==> config.mk <==
export PLATFORM = sky130hd
export DESIGN_NAME = dff_pipe
export DESIGN_NICKNAME = d
export VERILOG_FILES = /design/src/rtl/dff_pipe_pkg.sv /design/src/rtl/dff_en_stage.sv /design/src/rtl/dff_pipe.sv
export SDC_FILE = /design/constraint.sdc
export NUM_CORES = 1
export LEC_CHECK = 0
export CAP_MARGIN = 0
export CORE_UTILIZATION = 45
export CTS_BUF_LIST = sky130_fd_sc_hd__clkbuf_16
export DETAILED_ROUTE_END_ITERATION = 16
export GPL_TIMING_DRIVEN = 0
export PLACE_DENSITY = 0.73
export SYNTH_ARGS = -nofsm -noshare
export SYNTH_HDL_FRONTEND = slang
export SYNTH_HIERARCHICAL = 1
export SYNTH_SLANG_ARGS = --single-unit
==> constraint.sdc <==
create_clock -name clk -period 2.4 [get_ports clk]
set_input_delay 0.36 -clock clk [delete_from_list [all_inputs] [get_ports clk]]
set_output_delay 0.36 -clock clk [all_outputs]
set_load 0.005 [all_outputs]
==> src/rtl/dff_pipe_pkg.sv <==
// Shared constants, stage record and tap helper for dff_pipe.
// Optional tap port is enabled by defining DFF_PIPE_TAP_EN.
package dff_pipe_pkg;

    localparam int DEFAULT_WIDTH = 8;
    localparam int DEFAULT_DEPTH = 4;
    localparam logic [DEFAULT_WIDTH-1:0] DEFAULT_RESET_VAL = '0;

    typedef struct packed {
        logic [DEFAULT_WIDTH-1:0] data;
        logic                     valid;
    } stage_t;

    // Out-of-range tap selects fall back to the last stage.
    function automatic int tap_index(input int sel, input int depth);
        return (sel >= depth) ? depth - 1 : sel;
    endfunction

endpackage

==> src/rtl/dff_en_stage.sv <==
// One pipeline register with valid bit, enable and flush.
// Flush clears valid only; the data register holds its value.
module dff_en_stage #(
    parameter int               WIDTH     = 8,
    parameter logic [WIDTH-1:0] RESET_VAL = '0
) (
    input  logic             clk,
    input  logic             reset,
    input  logic             en,
    input  logic             flush,
    input  logic [WIDTH-1:0] d,
    input  logic             d_valid,
    output logic [WIDTH-1:0] q,
    output logic             q_valid
);

    logic [WIDTH-1:0] data_d, data_q;
    logic             valid_d, valid_q;

    always_comb begin
        data_d  = data_q;
        valid_d = valid_q;
        if (flush) begin
            valid_d = 1'b0;
        end else if (en) begin
            data_d  = d;
            valid_d = d_valid;
        end
    end

    always_ff @(posedge clk) begin
        if (reset) begin
            data_q  <= RESET_VAL;
            valid_q <= 1'b0;
        end else begin
            data_q  <= data_d;
            valid_q <= valid_d;
        end
    end

    assign q       = data_q;
    assign q_valid = valid_q;

endmodule

==> src/rtl/dff_pipe.sv <==
// Enabled, flushable DEPTH-stage data pipe with valid and fill count.
// Define DFF_PIPE_TAP_EN to add the tap_sel/tap_q stage read port.
module dff_pipe
    import dff_pipe_pkg::*;
#(
    parameter int               WIDTH     = DEFAULT_WIDTH,
    parameter int               DEPTH     = DEFAULT_DEPTH,
    parameter logic [WIDTH-1:0] RESET_VAL = WIDTH'(DEFAULT_RESET_VAL)
) (
    input  logic                         clk,
    input  logic                         reset,
    input  logic                         en,
    input  logic [WIDTH-1:0]             d,
    input  logic                         d_valid,
    input  logic                         flush,
    output logic [WIDTH-1:0]             q,
    output logic                         q_valid,
    output logic [$clog2(DEPTH+1)-1:0]   fill_cnt
`ifdef DFF_PIPE_TAP_EN
    ,
    input  logic [(DEPTH > 1 ? $clog2(DEPTH) : 1)-1:0] tap_sel,
    output logic [WIDTH-1:0]                           tap_q
`endif
);

    localparam int CW = $clog2(DEPTH + 1);

    logic [WIDTH-1:0] stage_data [DEPTH];
    logic             stage_valid[DEPTH];
    logic [WIDTH-1:0] in_data    [DEPTH];
    logic             in_valid   [DEPTH];

    for (genvar i = 0; i < DEPTH; i++) begin : g_stage
        if (i == 0) begin : g_head
            assign in_data[i]  = d;
            assign in_valid[i] = d_valid;
        end else begin : g_link
            assign in_data[i]  = stage_data[i-1];
            assign in_valid[i] = stage_valid[i-1];
        end

        dff_en_stage #(
            .WIDTH     (WIDTH),
            .RESET_VAL (RESET_VAL)
        ) u_stage (
            .clk     (clk),
            .reset   (reset),
            .en      (en),
            .flush   (flush),
            .d       (in_data[i]),
            .d_valid (in_valid[i]),
            .q       (stage_data[i]),
            .q_valid (stage_valid[i])
        );
    end

    // Count tracks valid entries: one enters at stage 0, one leaves the tail.
    logic [CW-1:0] fill_d, fill_q;

    always_comb begin
        fill_d = fill_q;
        if (flush) begin
            fill_d = '0;
        end else if (en) begin
            fill_d = fill_q + CW'(d_valid) - CW'(stage_valid[DEPTH-1]);
        end
    end

    always_ff @(posedge clk) begin
        if (reset) begin
            fill_q <= '0;
        end else begin
            fill_q <= fill_d;
        end
    end

    assign q        = stage_data[DEPTH-1];
    assign q_valid  = stage_valid[DEPTH-1];
    assign fill_cnt = fill_q;

`ifdef DFF_PIPE_TAP_EN
    always_comb begin
        tap_q = stage_data[DEPTH-1];
        for (int i = 0; i < DEPTH; i++) begin
            if (tap_index(int'(tap_sel), DEPTH) == i) begin
                tap_q = stage_data[i];
            end
        end
    end
`endif

endmodule

# After elaboration in Yosys (flattened, before gate mapping)
# Index checks and enable logic that the tools add are counted.
# totals
reg_bits	39
input_bits	13
# classes
bitwise_logic	1
addsub	2
reduce_logical	2
# ops
operator	n
$add 3x1->3	1
$sub 3x1->3	1
$reduce_and 2->1	1
$reduce_or 2->1	1
$not 1->1	1

# Longest topological paths before layout
# depth
ltp_word	2
depth_mapped	9

# Cells and area by module
# The synthesis kept the hierarchy.
# modules_own_cells
mod	n_inst	cells_each	area_per_inst_um2
dff_en_stage	4	38	401.6
dff_pipe	1	18	185.2

# Worst setup path after synthesis
# OpenSTA, ideal clock, no wires.
# synth_path
kind	reg2reg
startpoint	register fill_q[0] (netlist: fill_cnt[0])
endpoint	register fill_q[2] (netlist: fill_cnt[2])
t_required_ns	2.341
t_arrival_ns	1.846
n_path_buf	0
setup_time_ns	0.059
stages_incl_launch_ff	10
setup_slack_ns	0.495
synth_period_minus_slack_ns	1.905
path_cell_list	dfxtp_1 > inv_1 > ha_1 > inv_1 > ha_1 > inv_1 > fa_1 > xor2_1 > a2111oi_2 > a31o_1
# synth_via
elab_chain_cells	2
# synth_lines
item	line	source
start, declared	dff_pipe.sv:58	logic [CW-1:0] fill_d, fill_q;
start signal, assigned	dff_pipe.sv:73	fill_q <= fill_d;
$add 3x1->3	dff_pipe.sv:65	fill_d = fill_q + CW'(d_valid) - CW'(stage_valid[DEPTH-1]);
$sub 3x1->3	dff_pipe.sv:65	
# No other way between the ends.
# A chain may end at the register's enable or synchronous reset.

# Worst setup path in the final report
# Ends and elaborated chain as after synthesis.

==> impl_metrics.py <==
metrics = {
    "clock_tree": {
        "postCtsSetupRepairBufs": 0,
        "clk_pin_slew_ns": 0.05,
        "numCtsBuffers": 5,
        "root_buffer": "clkbuf_16",
        "cts_resized": 0,
        "cts_tree": "done",
        "holdBufCountCts": 0,
        "cts.path.max_buffers": 2,
        "ctsHtreeMaxLevel": 2,
        "cts_sinks": 39,
        "clk_latency_ns": 0.27,
    },
    "layout": {
        "finalInstanceArea_mm2": 0.00222,
        "fillCellCount": 329,
        "final_cell_mix": "dfxtp_1 (39), nand2b_1 (32), nand4bb_1 (32), o21ai_1 (32), clkdlybuf4s50_1 (23)",
        "final_common_cell": "dfxtp_1",
        "final_nets": 217,
        "antennaDiodeCount": 0,
        "syn2layout_area_growth_pct": 23.7,
        "drive_above_1_share": 0.0950,
        "fin_cells": 248,
        "seqCellArea_um2": 781,
        "final_core_util": 0.592,
        "multiInputGateArea_um2": 946,
    },
    "critical_path": {
        "cp_slowest_stage_delay_ns": 0.37,
        "crit_chain": "inv_1 > ha_1 > inv_1 > ha_1 > inv_1 > fa_1 > xor2_1 > a2111oi_2 > a31o_1",
        "crit_path_start_kind": "flip-flop",
        "cp_max_fo": 3,
        "cp_top_family": "adder cells",
        "crit_buf_inv": 3,
        "critPathMostFrequentCell": "inv_1",
        "arrival_ns": 2.23,
        "cp.required_ns": 2.62,
        "crit_path_end_kind": "flip-flop",
        "cp_slowest_cell": "fa_1",
        "worstSetupPathType": "reg -> reg",
    },
    "sta": {
        "relSlewSlack": 0.359,
        "fmaxAchievable_mhz": 498,
        "slew_viol_final": 0,
        "period_share": 0.836,
        "finalSetupViolCount": 0,
        "finClkSkew_ns": 0.00435,
        "period_minus_slack_ns": 2.01,
        "worstMarginPinSlew_ns": 0.959,
        "hold_violations": 0,
        "grt_setup_unrepaired": "no",
        "tns_ns": 0,
    },
    "flow_run": {
        "maxCapViolations": 0,
    },
    "drt": {
        "drcViolationCount": 0,
        "drt_iter0_markers": 63,
        "drtPass1Iterations": 4,
        "ant_nets": 0,
        "vias": 1326,
        "wl_mm": 3.16,
        "detail_route.vias_per_cell": 5.35,
        "post_drt_wl_per_cell_um": 12.8,
    },
    "pwr": {
        "clkPwrFrac": 0.426,
        "p_leak_nw": 0.770,
        "intPower_mw": 1.10,
        "irDropWorstVdd_v": 0.000509,
        "netSwitchingPower_mw": 0.283,
        "pwr-share-seq": 0.484,
        "pwr-share-comb": 0.090,
        "p_per_area_mw_per_mm2": 622,
        "sw_frac_of_total": 0.206,
    },
    "logic_synthesis": {
        "syn_inst": 170,
        "synth_area_per_cell_um2": 10.5,
        "synthTopCellsByArea": "dfxtp_1 (44%), nand4bb_1 (20%), nand2b_1 (11%)",
        "post-synth-top-area-fraction": 0.436,
        "synth-seq-cells": 39,
        "yosysSeqAreaShare": 0.436,
        "synth_nets": 186,
        "ys_types": 17,
        "synthesis.area_mm2": 0.00179,
        "yosys.area.top_type": "dfxtp_1",
        "yosysWarningCount": 6,
    },
    "place": {
        "hpwl_mm": 2.23,
        "routabilityCongestion": 0.721,
        "io_buffers": 24,
        "dpl.cell_count": 242,
        "place_area_mm2": 0.00209,
    },
    "die": {
        "die_h_um": 65.1,
        "die_area_mm2": 0.00424,
        "io_pins": 25,
        "core_area_mm2": 0.00374,
        "die_w_um": 65.1,
        "rows": 22,
        "start_util": 0.479,
    },
    "grt": {
        "grt_remaining_overflow": 0,
        "grt_pass1_vias": 1291,
        "grt_usage": 0.175,
        "antenna_found_initial": 0,
        "grt_max_degree": 45,
        "grt_pass1_wl_mm": 5.71,
    },
    "min_path": {
        "min_path_type": "reg -> reg",
    },
    "status": {
        "outcome": "complete, no violations",
    },
}
## cells in the mapped netlist
cell       count
nand4bb_1     32
a2111oi_2      1
inv_1          4
nor3_1         6
mux2i_1        5
a31o_1         1
nand2b_1      32
o21ai_1       32
ha_1           2
buf_2          4
xor2_1         1
dfxtp_1       39
buf_4          4
a2111oi_0      1
nor2b_4        4
nor2_1         1
fa_1           1
## cell families after synthesis
| kind of cell | count (synthesis) | share of synthesized area |
|---|---|---|
| AOI/OAI and AO/OA | 35 | 0.108 |
| xor gates and xnor gates | 1 | 0.00489 |
| adders and majority gates | 3 | 0.0251 |
| buffers and inverters | 12 | 0.0363 |
| DFF | 39 | 0.436 |
| muxes | 5 | 0.0279 |
| and+or+nand+nor | 75 | 0.362 |
## registers in the layout, indices dropped and copies added (netlist names)
signal	count
g_stage.u_stage/q	32
fill_cnt	3
g_stage.u_stage/q_valid	4
## worst reg2reg max path, cell delays in order (launching register included)
cell	delay, ns
dfxtp_1	0.35
inv_1	0.05
ha_1	0.26
inv_1	0.06
ha_1	0.13
inv_1	0.05
fa_1	0.37
xor2_1	0.18
a2111oi_2	0.36
a31o_1	0.15
## metrics by stage
step | power, mW | hold WS [ns] | setup slack, ns
2_1_floorplan | 0.751 | 0.437 | 0.495
5_1_grt | 1.44 | 0.484 | 0.264
3_5_place_dp | 0.808 | 0.453 | 0.0210
3_3_place_gp | 0.801 | 0.450 | 0.120
6_report | 1.38 | 0.459 | 0.393
4_1_cts | 1.40 | 0.463 | 0.255
## final cells by class
class / count / share of cell area
Multi-Input combinational cell: 119 / 0.427
Sequential cell: 39 / 0.352
Timing Repair Buffer: 24 / 0.106
Clock buffer: 5 / 0.0565
Tap cell: 48 / 0.0271
Buffer: 8 / 0.0226
Inverter: 4 / 0.00678
Clock inverter: 1 / 0.00169
## per-layer routing
| metal | share of wire | track usage |
|---|---|---|
| met3 | 0.033 | 0.0417 |
| met1 | 0.46 | 0.197 |
| met5 | 0 | 0 |
| met4 | 0.013 | 0.0734 |
| met2 | 0.49 | 0.315 |
## final timing paths
| kind | start | slack (ns) | cells past startpoint | end |
|---|---|---|---|---|
| max | fill_cnt[0]$_SDFFE_PP0P_ | 0.39 | 9 | fill_cnt[2]$_SDFFE_PP0P_ |
| min | g_stage[3].u_stage/q[1]$_SDFFE_PP0P_ | 0.46 | 2 | g_stage[3].u_stage/q[1]$_SDFFE_PP0P_ |
| max reg2reg | fill_cnt[0]$_SDFFE_PP0P_ | 0.39 | 9 | fill_cnt[2]$_SDFFE_PP0P_ |
| min reg2reg | g_stage[3].u_stage/q[1]$_SDFFE_PP0P_ | 0.46 | 2 | g_stage[3].u_stage/q[1]$_SDFFE_PP0P_ |
## power by group through the flow
stage	Clock, mW	Sequential (mW)	Combinational [mW]
after detailed placement	0	0.681	0.127
after floorplan	0	0.679	0.0717
after CTS	0.604	0.667	0.127
after global placement	0	0.680	0.121
after global routing	0.631	0.669	0.135
final	0.588	0.668	0.124
No activity file was read; power rests on OpenSTA's default activity.
